## config.mk

```make
export PLATFORM = sky130hd
export DESIGN_NAME = jh_stream_upsizer
export DESIGN_NICKNAME = d
export VERILOG_FILES = /design/src/rtl/jh_stream_pkg.sv /design/src/rtl/jh_stream_out_reg.sv /design/src/rtl/jh_stream_upsizer.sv
export SDC_FILE = /design/constraint.sdc
export NUM_CORES = 1
export LEC_CHECK = 0
export CAP_MARGIN = 20
export CORE_MARGIN = 2
export CORE_UTILIZATION = 51
export CTS_CLUSTER_DIAMETER = 50
export DETAILED_ROUTE_END_ITERATION = 12
export HOLD_SLACK_MARGIN = 0.08
export PLACE_DENSITY = 0.83
export SLEW_MARGIN = 20
export SYNTH_ARGS = -nofsm -noshare
export SYNTH_HDL_FRONTEND = slang
export SYNTH_SLANG_ARGS = --single-unit
```

## constraint.sdc

```tcl
create_clock -name clk -period 3.86 [get_ports clk]
set_input_delay 0.772 -clock clk [delete_from_list [all_inputs] [get_ports clk]]
set_output_delay 0.772 -clock clk [all_outputs]
set_load 0.02 [all_outputs]
```

## src/rtl/jh_stream_pkg.sv

```systemverilog
// jh_stream_pkg: shared types and helpers for the narrow-to-wide stream upsizer.
//   lane_idx_t : lane index for the default ratio (4 lanes -> 2 bits)
//   ratio_ok() : elaboration-time legality check for the RATIO parameter
package jh_stream_pkg;

  localparam int unsigned JH_DEF_DATA_WIDTH = 8;
  localparam int unsigned JH_DEF_RATIO      = 4;

  typedef logic [$clog2(JH_DEF_RATIO)-1:0] lane_idx_t;

  // RATIO must be a power of two and at least 2 so the lane counter wraps naturally.
  function automatic bit ratio_ok(input int unsigned ratio);
    return (ratio >= 2) && ((ratio & (ratio - 1)) == 0);
  endfunction

endpackage

```

## src/rtl/jh_stream_out_reg.sv

```systemverilog
// jh_stream_out_reg: wide-word output holding register with valid/ready.
//   Loads a completed word, holds it stable while the sink stalls, drains it on
//   handshake. A load in the same cycle as a drain replaces the word with no bubble.
// Ports:
//   clk, rstn             clock, async active-low reset
//   clear                 sync flush, highest priority
//   load, load_data       completed word from the packer
//   load_last, load_keep  packet end / lane-valid mask (JH_STREAM_UPSIZER_LAST_EN only)
//   out_ready             sink ready
//   out_data, out_valid   registered output word
//   out_last, out_keep    registered side-band (JH_STREAM_UPSIZER_LAST_EN only)
// Macro: JH_STREAM_UPSIZER_LAST_EN enables the last/keep fields.
module jh_stream_out_reg #(
  parameter int unsigned WIDTH  = 32,
  parameter int unsigned KEEP_W = 4
) (
  input  logic              clk,
  input  logic              rstn,
  input  logic              clear,
  input  logic              load,
  input  logic [WIDTH-1:0]  load_data,
`ifdef JH_STREAM_UPSIZER_LAST_EN
  input  logic              load_last,
  input  logic [KEEP_W-1:0] load_keep,
  output logic              out_last,
  output logic [KEEP_W-1:0] out_keep,
`endif
  input  logic              out_ready,
  output logic [WIDTH-1:0]  out_data,
  output logic              out_valid
);

  logic [WIDTH-1:0] r_data;
  logic             r_valid;

  always_ff @(posedge clk or negedge rstn) begin
    if (!rstn) begin
      r_data  <= '0;
      r_valid <= 1'b0;
    end else if (clear) begin
      r_data  <= '0;
      r_valid <= 1'b0;
    end else if (load) begin
      r_data  <= load_data;
      r_valid <= 1'b1;
    end else if (r_valid && out_ready) begin
      // Drained: data is left as-is, only valid drops.
      r_valid <= 1'b0;
    end
  end

  assign out_data  = r_data;
  assign out_valid = r_valid;

`ifdef JH_STREAM_UPSIZER_LAST_EN
  logic              r_last;
  logic [KEEP_W-1:0] r_keep;

  always_ff @(posedge clk or negedge rstn) begin
    if (!rstn) begin
      r_last <= 1'b0;
      r_keep <= '0;
    end else if (clear) begin
      r_last <= 1'b0;
      r_keep <= '0;
    end else if (load) begin
      r_last <= load_last;
      r_keep <= load_keep;
    end
  end

  assign out_last = r_last;
  assign out_keep = r_keep;
`endif

endmodule

```

## src/rtl/jh_stream_upsizer.sv

```systemverilog
// jh_stream_upsizer: packs RATIO consecutive narrow words into one wide word.
//   Lane 0 (first received) lands in the LSBs. One narrow word per cycle is
//   sustained; the wide word appears one cycle after its last lane is accepted.
// Ports:
//   clk, rstn                  clock, async active-low reset
//   in_data, in_valid, in_ready narrow input stream
//   out_data, out_valid, out_ready wide output stream (registered)
//   clear                      sync flush of partial and held words
//   count                      lanes currently held in the accumulator
//   in_last, out_last, out_keep early packet end support (JH_STREAM_UPSIZER_LAST_EN only)
// Macro: JH_STREAM_UPSIZER_LAST_EN adds in_last/out_last/out_keep and short words.
module jh_stream_upsizer
  import jh_stream_pkg::*;
#(
  parameter int unsigned DATA_WIDTH = JH_DEF_DATA_WIDTH,
  parameter int unsigned RATIO      = JH_DEF_RATIO,
  localparam int unsigned OUT_WIDTH = DATA_WIDTH * RATIO,
  localparam int unsigned LB_RATIO  = $clog2(RATIO)
) (
  input  logic                  clk,
  input  logic                  rstn,
  input  logic [DATA_WIDTH-1:0] in_data,
  input  logic                  in_valid,
  output logic                  in_ready,
  output logic [OUT_WIDTH-1:0]  out_data,
  output logic                  out_valid,
  input  logic                  out_ready,
  input  logic                  clear,
`ifdef JH_STREAM_UPSIZER_LAST_EN
  input  logic                  in_last,
  output logic                  out_last,
  output logic [RATIO-1:0]      out_keep,
`endif
  output logic [LB_RATIO:0]     count
);

  if (!ratio_ok(RATIO)) begin : g_bad_ratio
    $error("jh_stream_upsizer: RATIO must be a power of 2 and >= 2");
  end

  localparam logic [LB_RATIO-1:0] LANE_MAX = LB_RATIO'(RATIO - 1);

  // Only lanes 0..RATIO-2 are ever stored; the final lane goes straight to the output.
  logic [DATA_WIDTH*(RATIO-1)-1:0] r_acc;
  logic [LB_RATIO-1:0]             r_lane;

  logic                 w_ends;
  logic                 w_in_exec;
  logic                 w_complete;
  logic [OUT_WIDTH-1:0] w_word;

`ifdef JH_STREAM_UPSIZER_LAST_EN
  logic [RATIO-1:0] w_keep;
  assign w_ends = (r_lane == LANE_MAX) || in_last;
`else
  assign w_ends = (r_lane == LANE_MAX);
`endif

  // Only a word-completing beat needs room in the output register.
  assign in_ready   = !w_ends || !out_valid || out_ready;
  assign w_in_exec  = in_valid && in_ready;
  assign w_complete = w_in_exec && w_ends;

  // Assemble the word being completed: stored lanes below r_lane, the incoming
  // word at r_lane, zeros above (only reachable on an early in_last).
  for (genvar g = 0; g < RATIO; g++) begin : g_lane
    if (g < RATIO - 1) begin : g_stored
      assign w_word[g*DATA_WIDTH +: DATA_WIDTH] =
        (LB_RATIO'(g) < r_lane)  ? r_acc[g*DATA_WIDTH +: DATA_WIDTH] :
        (LB_RATIO'(g) == r_lane) ? in_data : '0;
    end else begin : g_final
      assign w_word[g*DATA_WIDTH +: DATA_WIDTH] =
        (LB_RATIO'(g) == r_lane) ? in_data : '0;
    end
`ifdef JH_STREAM_UPSIZER_LAST_EN
    assign w_keep[g] = (LB_RATIO'(g) <= r_lane);
`endif
  end

  always_ff @(posedge clk or negedge rstn) begin
    if (!rstn) begin
      r_lane <= '0;
      r_acc  <= '0;
    end else if (clear) begin
      r_lane <= '0;
      r_acc  <= '0;
    end else if (w_complete) begin
      // Accumulator left stale; lanes are rewritten before they are next visible.
      r_lane <= '0;
    end else if (w_in_exec) begin
      for (int i = 0; i < RATIO - 1; i++) begin
        if (r_lane == LB_RATIO'(i)) r_acc[i*DATA_WIDTH +: DATA_WIDTH] <= in_data;
      end
      r_lane <= r_lane + 1'b1;
    end
  end

  assign count = {1'b0, r_lane};

  jh_stream_out_reg #(
    .WIDTH  (OUT_WIDTH),
    .KEEP_W (RATIO)
  ) u_out_reg (
    .clk       (clk),
    .rstn      (rstn),
    .clear     (clear),
    .load      (w_complete),
    .load_data (w_word),
`ifdef JH_STREAM_UPSIZER_LAST_EN
    .load_last (in_last),
    .load_keep (w_keep),
    .out_last  (out_last),
    .out_keep  (out_keep),
`endif
    .out_ready (out_ready),
    .out_data  (out_data),
    .out_valid (out_valid)
  );

endmodule
```

==> key figures, run 1 <==
Outcome
  • Outcome: completed

Yosys
  • Ys Warns: 0
  • Asr flop ratio synth: 100%
  • Post-synth net total: about 290
  • Synth cell types: 28
  • Flops & latches, synth: 59
  • Post-synth top area share: between 50% and 60%
  • Syn Std Cell Area: between 2000 and 3000 sq um
  • Synth Instances: ~270
  • Most common library cells after synthesis: dfrtp_1 (59), a21oi_1 (32), mux2i_1 (32), nor2_1 (24), nand2_1 (14)
  • Synth area leaders: dfrtp_1 (51%), mux2i_1 (11%), a21oi_1 (5.5%)
  • Post-synthesis sequential area ratio: between 50% and 60%
  • Most frequent cell after synthesis: dfrtp_1
  • Ys flop type: dfrtp_1
  • Cell taking the most area after synthesis: dfrtp_1
  • Synth Area per Inst: 10.8 sq um
  • Post-synth EDFFs: 0

Flow run
  • Max_cap viols: 0

Timing
  • Final Hold Viols: 0
  • Worst clock skew: 4.35 ps
  • Max Freq: approximately 330 MHz
  • Final setup viols: 0
  • Worst slew pin tran: around 1100 ps
  • Final period utilization: between 70 and 80%
  • Final Critical Period: around 3000 ps
  • Setup TNS: 0 ps
  • RSZ-0062 raised after global routing: false
  • Slew HR: 29.9%
  • Fin. max-slew vios: 0

Worst setup path
  • Startpoint types: flip-flop
  • Worst EP arrival: ~2200 ps
  • Crit end category: output pin
  • FF-to-FF path depth: 5
  • WP data required: just over 3000 ps
  • Worst-path fanout max: 15
  • Kind of critical path: reg -> out

Drt
  • DR pass1 iterations: 4
  • Total Wirelength: between 6000 and 7000 um
  • Routed vias/inst: between 6 and 7
  • WL/cell: roughly 18 um
  • DR DRC count: 0
  • Iter 0 DRT Violations: approximately 170
  • DRT antenna net count: 0
  • Overall via count from detail_route: 2,305

Clock tree
  • CTS Root Cell: clkbuf_8
  • CTS tree: done
  • Longest Clk Path Bufs: 2
  • Clock latency on the worst-skew pair: 340 ps
  • Post-CTS sizing: 0
  • CTS Buf Count: 9
  • Clock slew seen by the registers of the worst setup and hold paths: approximately 60 ps
  • TritonCTS Sinks: just under 60
  • CTS HTree Levels: 3
  • Hold buffer count at CTS: 0
  • Post-CTS setup repair buffer count: 0

Final layout
  • Layout Utilization: ~64%
  • P&R area growth vs syn: 20.9%
  • Antenna cells: 0
  • # fillers: ~440
  • Nets: 323
  • Layout cells sized above 1: about a tenth
  • Fin cells: between 300 and 400

Global routing
  • Vias in the first global route: between 2,000 and 2,500
  • Pin count of the biggest net entering global routing: 60
  • Congestion Overflow GR: 0
  • GRT Util Overall: 23.9%
  • Initial antenna violation count: 0
  • First-pass GRT wire length: between 10,000 and 15,000 um

Floorplanning
  • Die area: around 6300 sq um
  • Core region area: around 5500 sq um
  • IO Pins: 50
  • Die height: a little under 80 um
  • Row Count: 27
  • Starting Density: a little over half
  • DIE WIDTH: ~79 um

Pwr
  • Cell area power density: around 370 nW/um^2
  • Leak pwr: between 1.5 and 2 nW
  • Worst VDD drop: around 0.17 mV

Hold path
  • Min-Delay Path Class: in -> async

Placed design
  • Final HPWL DP: between 4000 and 5000 um
  • Cell total after placement: around 370
  • RePlAce Congestion: approximately 0.84
  • # port buffers: between 40 and 50
logic make-up after synthesis:
group                    synth area share, %
adder cells (fa/ha/maj)                 2.16
AO/OA/AOI/OAI                           17.8
AND/OR/NAND/NOR                         12.0
buffers and inverters                   5.99
multiplexers                            11.0
other                                  0.129
flip-flops                              50.9
sequential cells by signal, indices dropped and copies added (netlist names):
signal and count:
u_out_reg.out_valid 1, r_lane 2, u_out_reg.out_data 32, r_acc 24
final timing paths:
check | from | to | slack [ps]
setup / recovery | r_lane[1]$_DFFE_PN0P_ | in_ready | 850
min in group clk | r_acc[23]$_DFFE_PN0P_ | r_acc[23]$_DFFE_PN0P_ | 530
hold / removal | rstn | r_acc[16]$_DFFE_PN0P_ | 460
hold reg to reg | r_acc[23]$_DFFE_PN0P_ | r_acc[23]$_DFFE_PN0P_ | 530
setup reg to reg | r_lane[1]$_DFFE_PN0P_ | u_out_reg.out_data[27]$_DFFE_PN0P_ | 1330
max in group asynchronous | rstn | r_lane[1]$_DFFE_PN0P_ | 2540
metrics by stage:
stage	worst slack (ps)	power, W	hold slack [ps]	cell area [sq um]
6_report	855	0.00131	461	3510
3_5_place_dp	956	0.000802	513	3330
2_1_floorplan	1860	0.000741	476	2900
5_1_grt	761	0.00136	512	3510
3_3_place_gp	985	0.000799	504	3330
4_1_cts	895	0.00131	486	3510
cell type report:
| cell class | count | area (sq um) | area share, % |
|---|---|---|---|
| clock buffer | 13 | 169 | 4.81 |
| clock inverter | 2 | 10.0 | 0.285 |
| inverter | 4 | 15.0 | 0.428 |
| multi-input combinational | 180 | 1250 | 35.7 |
| sequential | 59 | 1480 | 42.1 |
| tap | 72 | 90.1 | 2.57 |
| timing repair buffer | 51 | 495 | 14.1 |
critical path, cell delays in order (launching register included):
cell,delay (ps)
dfrtp_1,670
ha_1,380
and3b_1,260
inv_1,50
clkdlybuf4s50_1,530
layout by cell type (no fill, tap or decap), types with 2 or more instances in the layout:
cell,Yosys,routed
dfrtp_1,59,59
clkdlybuf4s50_1,0,46
mux2i_1,32,32
a21oi_1,32,32
nor2_1,24,24
nand2_1,14,14
nand3_1,13,13
nand3b_1,12,12
clkbuf_8,0,12
o21ai_0,10,10
a211oi_1,10,10
a311oi_2,9,9
ha_1,5,5
inv_1,4,4
a311oi_1,4,4
buf_4,4,4
a21oi_2,3,3
a22oi_1,3,3
nor2b_1,2,2
clkinv_2,0,2
layer usage:
metal / GRT usage [%] / share of wire [%] / vias to the layer above
li1: - / - / 1034
met4: 10.5 / 1.7 / 0
met2: 34.1 / 47 / 95
met1: 34.4 / 45 / 1164
met5: 0 / 0 / -
met3: 5.88 / 5.8 / 12
power by group:
part           internal, W  switching, W  leakage, nW
logic            0.0000555     0.0000891        0.653
clock network     0.000280      0.000233       0.0953
registers         0.000634     0.0000135        0.816
Power figures use the tool's default switching activity.
==> run 2: changes to the inputs <==
--- a/config.mk
+++ b/config.mk
@@ -7,11 +7,11 @@
 export LEC_CHECK = 0
 export CAP_MARGIN = 20
 export CORE_MARGIN = 2
-export CORE_UTILIZATION = 51
+export CORE_UTILIZATION = 48
 export CTS_CLUSTER_DIAMETER = 50
 export DETAILED_ROUTE_END_ITERATION = 12
 export HOLD_SLACK_MARGIN = 0.08
-export PLACE_DENSITY = 0.83
+export PLACE_DENSITY = 0.82
 export SLEW_MARGIN = 20
 export SYNTH_ARGS = -nofsm -noshare
 export SYNTH_HDL_FRONTEND = slang
==> constraint.sdc (replaced) <==
create_clock -name clk -period 2.5 [get_ports clk]
set_input_delay 0.5 -clock clk [delete_from_list [all_inputs] [get_ports clk]]
set_output_delay 0.5 -clock clk [all_outputs]
set_load 0.02 [all_outputs]
==> key figures, run 2 (synthesized netlist as in run 1, its figures left out) <==
Worst setup path
  • Worst-path fanout max: 7
  • Worst Setup EP: in_ready
  • Crit-path leading delay family: flip-flops
  • FF-to-FF End: r_acc[9]$_DFFE_PN0P_
  • Startpoint types: flip-flop
  • CP max-delay cell: dfrtp_1
  • Critical Path, Cell by Cell: ha_1 -> and3b_1 -> inv_1 -> dlygate4sd2_1
  • CP Buf/Inv Count: 2
  • Max stage delay on crit path: ~460 ps
  • CP startpoint: r_lane[0]$_DFFE_PN0P_
  • Kind of critical path: reg -> out
  • FF-to-FF path depth: 6
  • Crit end category: output pin
  • WP data required: approximately 2000 ps
  • Critical Path Stages: 4
  • Reg2Reg Setup Slack: 500 ps
  • Worst EP arrival: about 1700 ps
  • R2R Path Start: r_lane[1]$_DFFE_PN0P_

Timing
  • Final period utilization: 88.3%
  • Worst clock skew: approximately 5.7 ps
  • Worst slew pin tran: roughly 730 ps
  • Slew HR: roughly half
  • Setup TNS: 0 ps
  • Final Hold Viols: 0
  • Final worst setup slack: 292 ps
  • Fin. max-slew vios: 0
  • Final Critical Period: 2210 ps
  • Max Freq: ~450 MHz
  • Final setup viols: 0
  • RSZ-0062 raised after global routing: false

Final layout
  • Commonest non-fill, non-tap cell in the layout: dfrtp_1
  • Max reg flops: 32
  • Nets: between 300 and 400
  • Antenna cells: 0
  • Commonest cells after routing, fill and taps aside: dfrtp_1 (59), clkdlybuf4s50_1 (45), mux2i_1 (32), a21oi_1 (32), nor2_1 (24)
  • Layout cells sized above 1: about 13%
  • P&R area growth vs syn: 24.6%

Clock tree
  • CTS HTree Levels: 3
  • Clock slew seen by the registers of the worst setup and hold paths: about 60 ps
  • Post-CTS setup repair buffer count: 0
  • CTS Buf Count: 9
  • Clock latency on the worst-skew pair: around 340 ps
  • CTS Root Cell: clkbuf_8
  • CTS tree: done
  • Longest Clk Path Bufs: 2
  • TritonCTS Sinks: a little under 60

Pwr
  • Leak pwr: roughly 1.6 nW
  • Cell area power density: approximately 630 nW/um^2
  • Clock network fraction of design power: around 46%
  • Power share of the combinational group: roughly a tenth
  • Cell Int Power: roughly 0.0018 W
  • Worst VDD drop: 0.338 mV
  • Net Sw Power: around 0.00052 W
  • Power Total: 0.00228 W
  • Sw frac: between 20% and 30%
  • Seq pwr share: between 40% and 50%

Floorplanning
  • IO Pins: 50
  • Die area: roughly 6700 sq um
  • Core region area: ~5900 sq um
  • Die height: 81.8 um
  • Row Count: 28
  • Starting Density: 49.3%
  • DIE WIDTH: about 82 um

Placed design
  • RePlAce Congestion: approximately 0.77
  • # port buffers: 48
  • Post-Place Setup Slack: between 150 and 200 ps
  • Final HPWL DP: approximately 4000 um

Drt
  • WL/cell: approximately 17 um
  • Overall via count from detail_route: between 2,000 and 2,500
  • Iter 0 DRT Violations: between 150 and 200
  • Total Wirelength: 6460 um
  • DRT antenna net count: 0
  • DR DRC count: 0
  • Routed vias/inst: around 5.6
  • DR pass1 iterations: 5

Global routing
  • Vias in the first global route: between 2,000 and 2,500
  • Initial antenna violation count: 0
  • Pin count of the biggest net entering global routing: 60
  • GRT Util Overall: between 20% and 30%
  • First-pass GRT wire length: approximately 11,000 um
  • Congestion Overflow GR: 0

Outcome
  • Outcome: completed

Hold path
  • Min-Delay Path Class: in -> async

Flow run
  • Max_cap viols: 0
-- run 2: power by group through the flow --
stage	combinational (W)	sequential, W	clock [W]
6_report	0.000229	0.000995	0.00105
5_1_grt	0.000248	0.000997	0.00112
4_1_cts	0.000230	0.000995	0.00107
3_5_place_dp	0.000228	0.00101	0
3_3_place_gp	0.000223	0.00101	0
2_1_floorplan	0.000125	0.00102	0
-- run 2: area by class of cell --
class | instances | area, sq um
timing repair buffer | 57 | 537
fill | 505 | 2270
inverter | 4 | 15.0
clock inverter | 5 | 100
multi-input combinational | 180 | 1250
sequential | 59 | 1480
tap | 75 | 93.8
clock buffer | 11 | 141
-- run 2: worst min path at each step --
stage | start | endpoint | slack (ps) | cells past startpoint
6_report | rstn | r_acc[8]$_DFFE_PN0P_ | 300 | 2
5_1_grt | rstn | r_acc[11]$_DFFE_PN0P_ | 350 | 2
2_1_floorplan | rstn | r_acc[0]$_DFFE_PN0P_ | 200 | 0
4_1_cts | rstn | u_out_reg.out_data[26]$_DFFE_PN0P_ | 330 | 2
3_3_place_gp | r_acc[20]$_DFFE_PN0P_ | r_acc[20]$_DFFE_PN0P_ | 500 | 2
3_5_place_dp | r_acc[1]$_DFFE_PN0P_ | r_acc[1]$_DFFE_PN0P_ | 510 | 2
-- run 2: routing by layer --
metal,part of all wire (%),global-route usage [%]
met5,0,0
met4,2.5,12.2
met3,3.3,3.41
met2,50,34.8
met1,44,27.8
-- run 2: worst register-to-register path, cell delays in order, from the launching register on --
cell	delay, ps
dfrtp_1	380
buf_4	190
inv_1	180
ha_1	320
nand3b_1	420
mux2i_1	320
nor2_1	60
-- run 2: what timing repair did --
action | CTS | global route
gates resized for setup | 1 | 0
hold endpoints to repair | 0 | 0
hold buffers | 0 | 0
setup endpoints to repair | 1 | 0
-- run 2: stage by stage --
stage	util (%)	cells	area [sq um]	hold WS [ps]
2_1_floorplan	-	269	2900	204
3_3_place_gp	57.4	375	3380	505
3_5_place_dp	57.4	375	3380	513
4_1_cts	61.4	391	3620	326
5_1_grt	61.4	391	3620	349
6_report	61.4	391	3620	303
==> run 3: changes to the inputs <==
--- a/config.mk
+++ b/config.mk
@@ -12,7 +12,7 @@
 export DETAILED_ROUTE_END_ITERATION = 12
 export HOLD_SLACK_MARGIN = 0.08
 export PLACE_DENSITY = 0.82
-export SLEW_MARGIN = 20
+export SLEW_MARGIN = 30
 export SYNTH_ARGS = -nofsm -noshare
 export SYNTH_HDL_FRONTEND = slang
 export SYNTH_SLANG_ARGS = --single-unit
==> results of run 3 <==
The final DEF is identical to that of run 2; final timing and power are the same.
